===== config.mk =====
export PLATFORM = sky130hd
export DESIGN_NAME = gate_panel
export DESIGN_NICKNAME = d
export VERILOG_FILES = /design/src/rtl/gate_panel_pkg.sv /design/src/rtl/gate_panel_sync_debounce.sv /design/src/rtl/gate_panel.sv
export SDC_FILE = /design/constraint.sdc
export NUM_CORES = 1
export LEC_CHECK = 0
export ABC_AREA = 1
export BUFFER_PORTS_ARGS = -buffer_cell sky130_fd_sc_hd__buf_4
export CAP_MARGIN = 20
export CORE_MARGIN = 2
export CORE_UTILIZATION = 50
export DETAILED_ROUTE_END_ITERATION = 6
export PLACE_DENSITY = 0.79
export SYNTH_ARGS = -nofsm -noshare
export SYNTH_HDL_FRONTEND = slang
export SYNTH_SLANG_ARGS = --single-unit

===== constraint.sdc =====
create_clock -name clk_i -period 1.5 [get_ports clk_i]
set_input_delay 0.075 -clock clk_i [delete_from_list [all_inputs] [get_ports clk_i]]
set_output_delay 0.075 -clock clk_i [all_outputs]
set_load 0.005 [all_outputs]

===== src/rtl/gate_panel_pkg.sv =====
// Shared types and helpers for the gate panel: gate mode encoding and advance order.
// Latency: n/a (types and pure functions only).
// Backpressure: n/a.
//
// Contents:
//   gate_mode_e   - 3-bit gate function code shown on the mode LEDs
//   mode_count_lp - number of reachable gate modes
//   next_mode()   - successor of a mode in the button-advance sequence
package gate_panel_pkg;

    // Encodings 6 and 7 are never produced by next_mode(). If one ever appears
    // (e.g. an upset), it is evaluated as AND and the next advance returns to AND.
    typedef enum logic [2:0] {
        MODE_AND  = 3'd0,
        MODE_OR   = 3'd1,
        MODE_XOR  = 3'd2,
        MODE_NAND = 3'd3,
        MODE_NOR  = 3'd4,
        MODE_XNOR = 3'd5
    } gate_mode_e;

    localparam int mode_count_lp = 6;

    // AND -> OR -> XOR -> NAND -> NOR -> XNOR -> AND. Any out-of-range code
    // recovers to AND.
    function automatic gate_mode_e next_mode(input gate_mode_e mode);
        gate_mode_e nxt;
        case (mode)
            MODE_AND:  nxt = MODE_OR;
            MODE_OR:   nxt = MODE_XOR;
            MODE_XOR:  nxt = MODE_NAND;
            MODE_NAND: nxt = MODE_NOR;
            MODE_NOR:  nxt = MODE_XNOR;
            MODE_XNOR: nxt = MODE_AND;
            default:   nxt = MODE_AND;
        endcase
        return nxt;
    endfunction

endpackage


===== src/rtl/gate_panel_sync_debounce.sv =====
// One-bit synchroniser plus debouncer for a raw board button or switch.
// Latency: a settled input reaches a_o debounce_cycles_p+2 edges after it is first sampled.
// Backpressure: none; free-running, consumes its input every cycle.
//
// Ports:
//   clk_i      - single clock domain
//   reset_i    - synchronous, active-high; clears synchroniser, counter and stable value
//   a_async_i  - raw asynchronous input
//   a_o        - debounced stable value (registered)
module sync_debounce
    import gate_panel_pkg::*;
#(
    parameter int debounce_cycles_p = 16
) (
    input  logic clk_i,
    input  logic reset_i,
    input  logic a_async_i,
    output logic a_o
);

    // Counter only ever needs to reach debounce_cycles_p-1; guard the width so
    // the smallest legal setting (2) still gets a 1-bit counter.
    localparam int cnt_w_lp = (debounce_cycles_p > 2) ? $clog2(debounce_cycles_p) : 1;
    localparam logic [cnt_w_lp-1:0] cnt_last_lp = cnt_w_lp'(debounce_cycles_p - 1);

    logic                meta_r;    // first synchroniser stage, may go metastable
    logic                sync_r;    // second stage, safe to use in logic
    logic                stable_r;  // last accepted (debounced) value
    logic [cnt_w_lp-1:0] cnt_r;     // consecutive edges that sync_r has disagreed with stable_r

    always_ff @(posedge clk_i) begin
        if (reset_i) begin
            meta_r   <= 1'b0;
            sync_r   <= 1'b0;
            stable_r <= 1'b0;
            cnt_r    <= '0;
        end else begin
            meta_r <= a_async_i;
            sync_r <= meta_r;

            if (sync_r != stable_r) begin
                // The disagreement must persist for debounce_cycles_p edges in a
                // row; the last of those edges accepts the new value.
                if (cnt_r == cnt_last_lp) begin
                    stable_r <= sync_r;
                    cnt_r    <= '0;
                end else begin
                    cnt_r <= cnt_r + 1'b1;
                end
            end else begin
                // Any agreement restarts the run, so short glitches are dropped.
                cnt_r <= '0;
            end
        end
    end

    assign a_o = stable_r;

endmodule


===== src/rtl/gate_panel.sv =====
// N-input logic-gate panel with a button-selected gate function driving an LED.
// Latency: settled input -> result_o in debounce_cycles_p+3 edges; mode press -> mode_o in debounce_cycles_p+3.
// Backpressure: none; every input is sampled each cycle and outputs are plain registers.
//
// Ports:
//   clk_i         - single clock domain
//   reset_i       - synchronous, active-high reset
//   in_async_i    - width_p raw gate inputs (asynchronous, bouncy)
//   mode_async_i  - raw mode-advance button, active-high (asynchronous, bouncy)
//   result_o      - registered gate function over all debounced inputs
//   mode_o        - current gate mode, gate_mode_e encoding
module gate_panel
    import gate_panel_pkg::*;
#(
    parameter int width_p           = 2,   // legal 2..8
    parameter int debounce_cycles_p = 16   // legal 2..2**24
) (
    input  logic               clk_i,
    input  logic               reset_i,
    input  logic [width_p-1:0] in_async_i,
    input  logic               mode_async_i,
    output logic               result_o,
    output logic [2:0]         mode_o
);

    logic [width_p-1:0] in_stable;    // debounced gate inputs
    logic               mode_stable;  // debounced mode button
    logic               mode_prev_r;  // mode_stable one edge ago, for edge detection
    gate_mode_e         mode_r;
    logic               result_r;
    logic               gate_val;
    logic               mode_rise;

    // One synchroniser/debouncer per gate input.
    for (genvar i = 0; i < width_p; i++) begin : g_in_db
        sync_debounce #(
            .debounce_cycles_p (debounce_cycles_p)
        ) u_in_db (
            .clk_i     (clk_i),
            .reset_i   (reset_i),
            .a_async_i (in_async_i[i]),
            .a_o       (in_stable[i])
        );
    end

    // The mode button gets the same treatment so one press is one clean edge.
    sync_debounce #(
        .debounce_cycles_p (debounce_cycles_p)
    ) u_mode_db (
        .clk_i     (clk_i),
        .reset_i   (reset_i),
        .a_async_i (mode_async_i),
        .a_o       (mode_stable)
    );

    // Only the press (0->1) advances; holding or releasing does nothing.
    assign mode_rise = mode_stable & ~mode_prev_r;

    // Gate function over the stable inputs under the current mode. Unreachable
    // codes fall back to AND.
    always_comb begin
        gate_val = &in_stable;
        case (mode_r)
            MODE_AND:  gate_val =  (&in_stable);
            MODE_OR:   gate_val =  (|in_stable);
            MODE_XOR:  gate_val =  (^in_stable);
            MODE_NAND: gate_val = ~(&in_stable);
            MODE_NOR:  gate_val = ~(|in_stable);
            MODE_XNOR: gate_val = ~(^in_stable);
            default:   gate_val =  (&in_stable);
        endcase
    end

    // Mode and result are updated together from the same pre-edge values, so an
    // input change and a mode advance landing on one edge are both kept: the
    // following edge computes the new inputs under the new mode.
    always_ff @(posedge clk_i) begin
        if (reset_i) begin
            mode_prev_r <= 1'b0;
            mode_r      <= MODE_AND;
            result_r    <= 1'b0;
        end else begin
            mode_prev_r <= mode_stable;
            if (mode_rise) begin
                mode_r <= next_mode(mode_r);
            end
            result_r <= gate_val;
        end
    end

    assign result_o = result_r;
    assign mode_o   = mode_r;

endmodule


---- After elaboration in Yosys (flattened, before gate mapping) ----
Cells that the tools add are included.
storage, ports and cells
  register bits ........................... 26
  output and inout port bits .............. 4
  input port bits ......................... 5
operators by class
  reduce and logical (&&, ||, !) cells .... 10
  equality and inequality tests ........... 11
  bitwise gates (word level) .............. 8
  $add $sub $neg .......................... 3
  multiplexer cells ....................... 2
operators by type and width
  kind                                                                    number
  3-bit one-hot mux with 5 select lines                                   1
  4-bit by 1-bit adder with 4-bit output (second input constant)          3
  4-bit equality test (second input constant)                             3
  3-bit OR reduction                                                      3
  2-bit AND reduction                                                     4
  1-bit inverter                                                          7
  3-bit by 2-bit equality test with 1-bit output (second input constant)  2
  3-bit equality test (second input constant)                             2
  1-bit one-hot mux with 5 select lines                                   1
  3-bit by 1-bit equality test with 1-bit output (second input constant)  1
  3-bit zero test                                                         1
  1-bit != test                                                           3
  2-bit OR reduction                                                      1
  2-bit parity                                                            1
  1-bit AND                                                               1

---- Logic depth before layout (Yosys ltp) ----
  word-level depth ........................ 3
  mapped depth ............................ 8

---- Modules after synthesis ----
From an unflattened synthesis, not the netlist that was laid out.
unflattened totals
  cell total of the unflattened synthesis .. 151
  area, all modules ....................... 1122.3 µm²
modules (own cells, without submodules)
  module         instances  area an instance (µm²)  cells each
  sync_debounce  3          271.5                   34
  gate_panel     1          307.8                   49

---- Worst setup path after synthesis ----
Ideal clock, no wire load.
  path kind ............................... reg2reg
  start ................................... register g_in_db[0].u_in_db.stable_r
  end ..................................... register result_r (netlist: result_o)
  required time ........................... 1.391 ns
  path buffers ............................ 0
  path slack .............................. 0.388 ns
  data arrival time ....................... 1.003 ns
  setup time .............................. 0.109 ns
  cell stages (with the launch flop) ...... 9
  cells stage by stage .................... dfxtp_1 > inv_1 > ha_1 > nand3_1 > nand2_1 > nand2_1 > nand3_1 > nand2_1 > inv_1
on the way
  cells in the longest elaborated chain, start to end .. 3
  elaborated cells on any way between the ends .. 7
  classes of those cells .................. mux: 1; bitwise: 3; reduce/logical: 3
ends and longest elaborated chain
  element                                     line                                                  text
  start: declaration                          gate_panel_sync_debounce.sv:28                        logic stable_r;
  start signal: assignment                    gate_panel_sync_debounce.sv:45                        stable_r <= sync_r;
  2-bit parity, or another cell as far along  gate_panel.sv:66, gate_panel.sv:69
  1-bit inverter, on equally long branches    gate_panel.sv:69, gate_panel.sv:67, gate_panel.sv:68
  1-bit one-hot mux with 5 select lines (*)   gate_panel.sv:63                                      case (mode_r)
  end signal: assignment                      gate_panel.sv:87                                      result_r <= gate_val;
  end: declaration                            gate_panel.sv:30                                      logic result_r;
Every way passes the cells marked *; elsewhere a longest branch is shown, timed or not.
A chain may end at the register's enable or synchronous reset.

---- Worst setup path in the final report ----
Ends and elaborated chain as after synthesis.

==> key figures <==
Outcome
  • Outcome: complete, no violations

Setup path
  • R2R cell count: 8
  • Cell repeated most along the worst path: nand2_1
  • Flop2flop setup slack: 0.31 ns
  • Crit path cell chain: inv_1 > ha_1 > nand3_1 > nand2_1 > nand2_1 > nand3_1 > nand2_1 > inv_1
  • Worst r2r src: g_in_db[0].u_in_db.a_o
  • Maximum fanout along the worst path: 3
  • Buf/Inv on CP: 2
  • Crit path max-delay cell type: dfxtp_1
  • Critical register-to-register path endpoint: result_o
  • Category of the worst setup path capture point: flip-flop
  • Largest stage delay, worst path: 0.39 ns
  • Critical path launch point: g_in_db[0].u_in_db.a_o
  • Required time worst endpoint: 1.72 ns
  • Category of the most critical setup path: reg -> reg
  • Kind of start point of the critical path: flip-flop
  • Data arrival time at the worst-slack endpoint: 1.41 ns
  • Largest delay share family, worst path: flip-flops

Power and ir drop
  • Max VDD drop: 742 uV
  • Switching Power: 0.000199 W
  • Part of the total power dissipated in sequential elements: 69.7%
  • Int Pwr: 0.000813 W
  • Logic gate share of total power: 3.9%
  • Leakage power summed over all cells: 0.510 nW
  • Switching share of power: 19.6%
  • Relative contribution of the clock network to total power: 26.4%
  • Pwr per Cell Area: 863 mW/mm2

Route
  • Drt first-iter violations: 6
  • Avg Vias per Cell: 4.75
  • Length of the first detailed-routing pass in iterations: 2
  • Wirelength per Cell: 9.72 um
  • Post-DRT Antenna Nets: 0
  • Final routed wirelength across all metal layers: 1620 um
  • Total via count after detailed routing: 793
  • Number of DRC violations after detailed routing: 0

Synth
  • Count of distinct cell types in the synthesized netlist: 20
  • Synth Instances: 127
  • Share of the yosys chip area belonging to registers: 50.5%
  • Area of the mapped netlist: 0.00103 mm2
  • Synthesized Nets: 137
  • Number of warnings reported in the yosys synthesis log: 0
  • Mean instance size in the synthesized netlist: 8.11 um2
  • #FFs+latches synth: 26

Clocking
  • Resize count post-CTS: 0
  • Clock Sink Count: 26
  • H-Tree Level Count: 1
  • CTS Hold Bufs: 3
  • Library cell used as clock root buffer: clkbuf_4
  • Post-CTS setup buffer count: 0
  • TritonCTS clock tree: yes
  • Buffer levels on the longest clock path: 2
  • Source-to-sink clock delay at the later pin of the worst-skew pair: 0.30 ns
  • Total clock buffers created by CTS: 3
  • Clock-pin slew on the worst setup and hold paths: 0.12 ns

Min path
  • Worst hold path depth: 2
  • Class of the tightest hold or removal check: in -> reg
  • HP Start: reset_i
  • Hold Path End: u_mode_db.meta_r

Timing
  • Aggregate negative setup slack: 0 ns
  • Headroom to the max-slew limit: 78.3%
  • Min Tclk post-route: 1.19 ns
  • Worst path setup slack after routing: 0.312 ns
  • Setup-violating endpoint count in the final report: 0
  • Final-report hold violation count: 0
  • Achievable clock frequency: 842 MHz
  • Number of max-slew violations in the final report: 0
  • RSZ-0062 raised after global routing: no
  • Worst hold slack: 0.0242 ns
  • Slew @ Worst Pin: 0.325 ns
  • Clock skew: 0.00324 ns
  • Tcrit/Tclk final: 79.2%

Placed design
  • Weighted congestion at the end of routability-driven global placement: 0.744
  • Half-perimeter wire length after detailed placement: 1230 um
  • Total cell area at the placement stage: 0.00112 mm2
  • Cells after DPL: 161
  • Buffers added on ports: 8
  • Post-placement setup slack: 0.328 ns

GRT
  • Vias in the first global route: 753
  • Initial antenna violation count: 0
  • Busiest layer in global routing: met2
  • Maximum number of pins on one net before global-route repair: 14
  • Overflow left after global routing: 0
  • Met1 Resource Use GR: 16.2%
  • Met2 Resource Use GR: 28.8%
  • GR Util All Layers: 15.6%
  • Met3 routing resource usage after global routing: 5.83%
  • Wire length of the first global-routing pass: 2930 um

Floorplan
  • Total die area: 0.00244 mm2
  • Row cnt: 16
  • Horizontal die dimension: 49.4 um
  • Initial Utilization: 52.5%
  • Number of placed I/O pins: 9
  • Area inside the core boundary: 0.00196 mm2
  • Die extent in y: 49.4 um

Final layout
  • Fraction of final layout cells sized beyond drive strength 1: 10.7%
  • Post-route cell area: 0.00117 mm2
  • Non-filler instance count after layout: 167
  • Most frequent standard cell in the layout excluding fill and tap cells: dfxtp_1
  • Area growth from synthesis to layout: 13.9%
  • Highest-count cells in the layout ignoring fill and taps: 26 x dfxtp_1, 23 x nor2_1, 20 x inv_1
  • Net total in the final layout: 152
  • Number of antenna repair diodes: 0

Run
  • Max cap viols: 0
layout make-up:
cell class | count | area (um2)
Timing Repair Buffer | 11 | 90.1
Clock buffer | 3 | 22.5
Inverter | 21 | 78.8
Tap cell | 27 | 33.8
Sequential cell | 26 | 520
Fill cell | 195 | 790
Multi-Input combinational cell | 79 | 427
Yosys cell counts:
library cell,n,area share (%)
ha_1,5,6.1
a21oi_1,6,2.9
nand2_1,15,5.5
xor2_1,5,4.3
nor2_1,23,8.4
dfxtp_1,26,51
xnor2_1,1,0.85
nor2_2,1,0.61
nand3_1,9,4.4
o21ai_0,5,2.4
nand3_2,1,0.97
nor3_1,3,1.5
inv_1,20,7.3
inv_2,1,0.36
o21a_1,1,0.73
o211ai_1,1,0.73
nor3_2,1,0.97
a31oi_1,1,0.61
clkbuf_1,1,0.36
nand4_1,1,0.61
sequential cells by signal (all words and copies together), names as in the netlist:
name,count
u_mode_db.sync_r,1
g_in_db.u_in_db.a_o,2
result_o,1
u_mode_db.cnt_r,4
u_mode_db.meta_r,1
u_mode_db.a_o,1
g_in_db.u_in_db.cnt_r,8
mode_prev_r,1
g_in_db.u_in_db.sync_r,2
g_in_db.u_in_db.meta_r,2
mode_o,3
power by group through the flow:
| stage | clock, W | combinational [W] | sequential (W) |
|---|---|---|---|
| after floorplan | 0 | 0.0000202 | 0.000720 |
| after global placement | 0 | 0.0000312 | 0.000720 |
| after detailed placement | 0 | 0.0000325 | 0.000721 |
| after CTS | 0.000287 | 0.0000387 | 0.000705 |
| after global routing | 0.000321 | 0.0000446 | 0.000707 |
| final | 0.000267 | 0.0000391 | 0.000705 |
kinds of logic (layout without fill, tap and decap cells):
kind of cell	count (synthesis)	after routing	synth area share [%]
adders and majority gates	5	5	6.08
and+or+nand+nor	54	54	22.8
xor gates and xnor gates	6	6	5.10
buffers and inverters	22	35	8.02
DFF	26	26	50.5
AOI/OAI and AO/OA	14	14	7.41
per-layer routing:
layer	vias to the layer above	wire length [um]	part of all wire [%]
li1	426	-	-
met1	359	733	45
met2	8	843	52
met3	0	47	2.9
met4	0	0	0
met5	-	0	0
metrics by stage:
step	power, W	utilization, %
finish	0.00101	59.8
global route	0.00107	59.8
CTS	0.00103	59.8
detailed placement	0.000753	57.1
global placement	0.000751	57.1
floorplan	0.000740	-
worst max-delay path by stage:
stage / end / cells past startpoint
2_1_floorplan: result_o / 8
3_3_place_gp: result_o / 8
3_5_place_dp: result_o / 8
4_1_cts: result_o / 8
5_1_grt: u_mode_db.a_o / 6
6_report: result_o / 8
No activity file was read; power rests on OpenSTA's default activity.
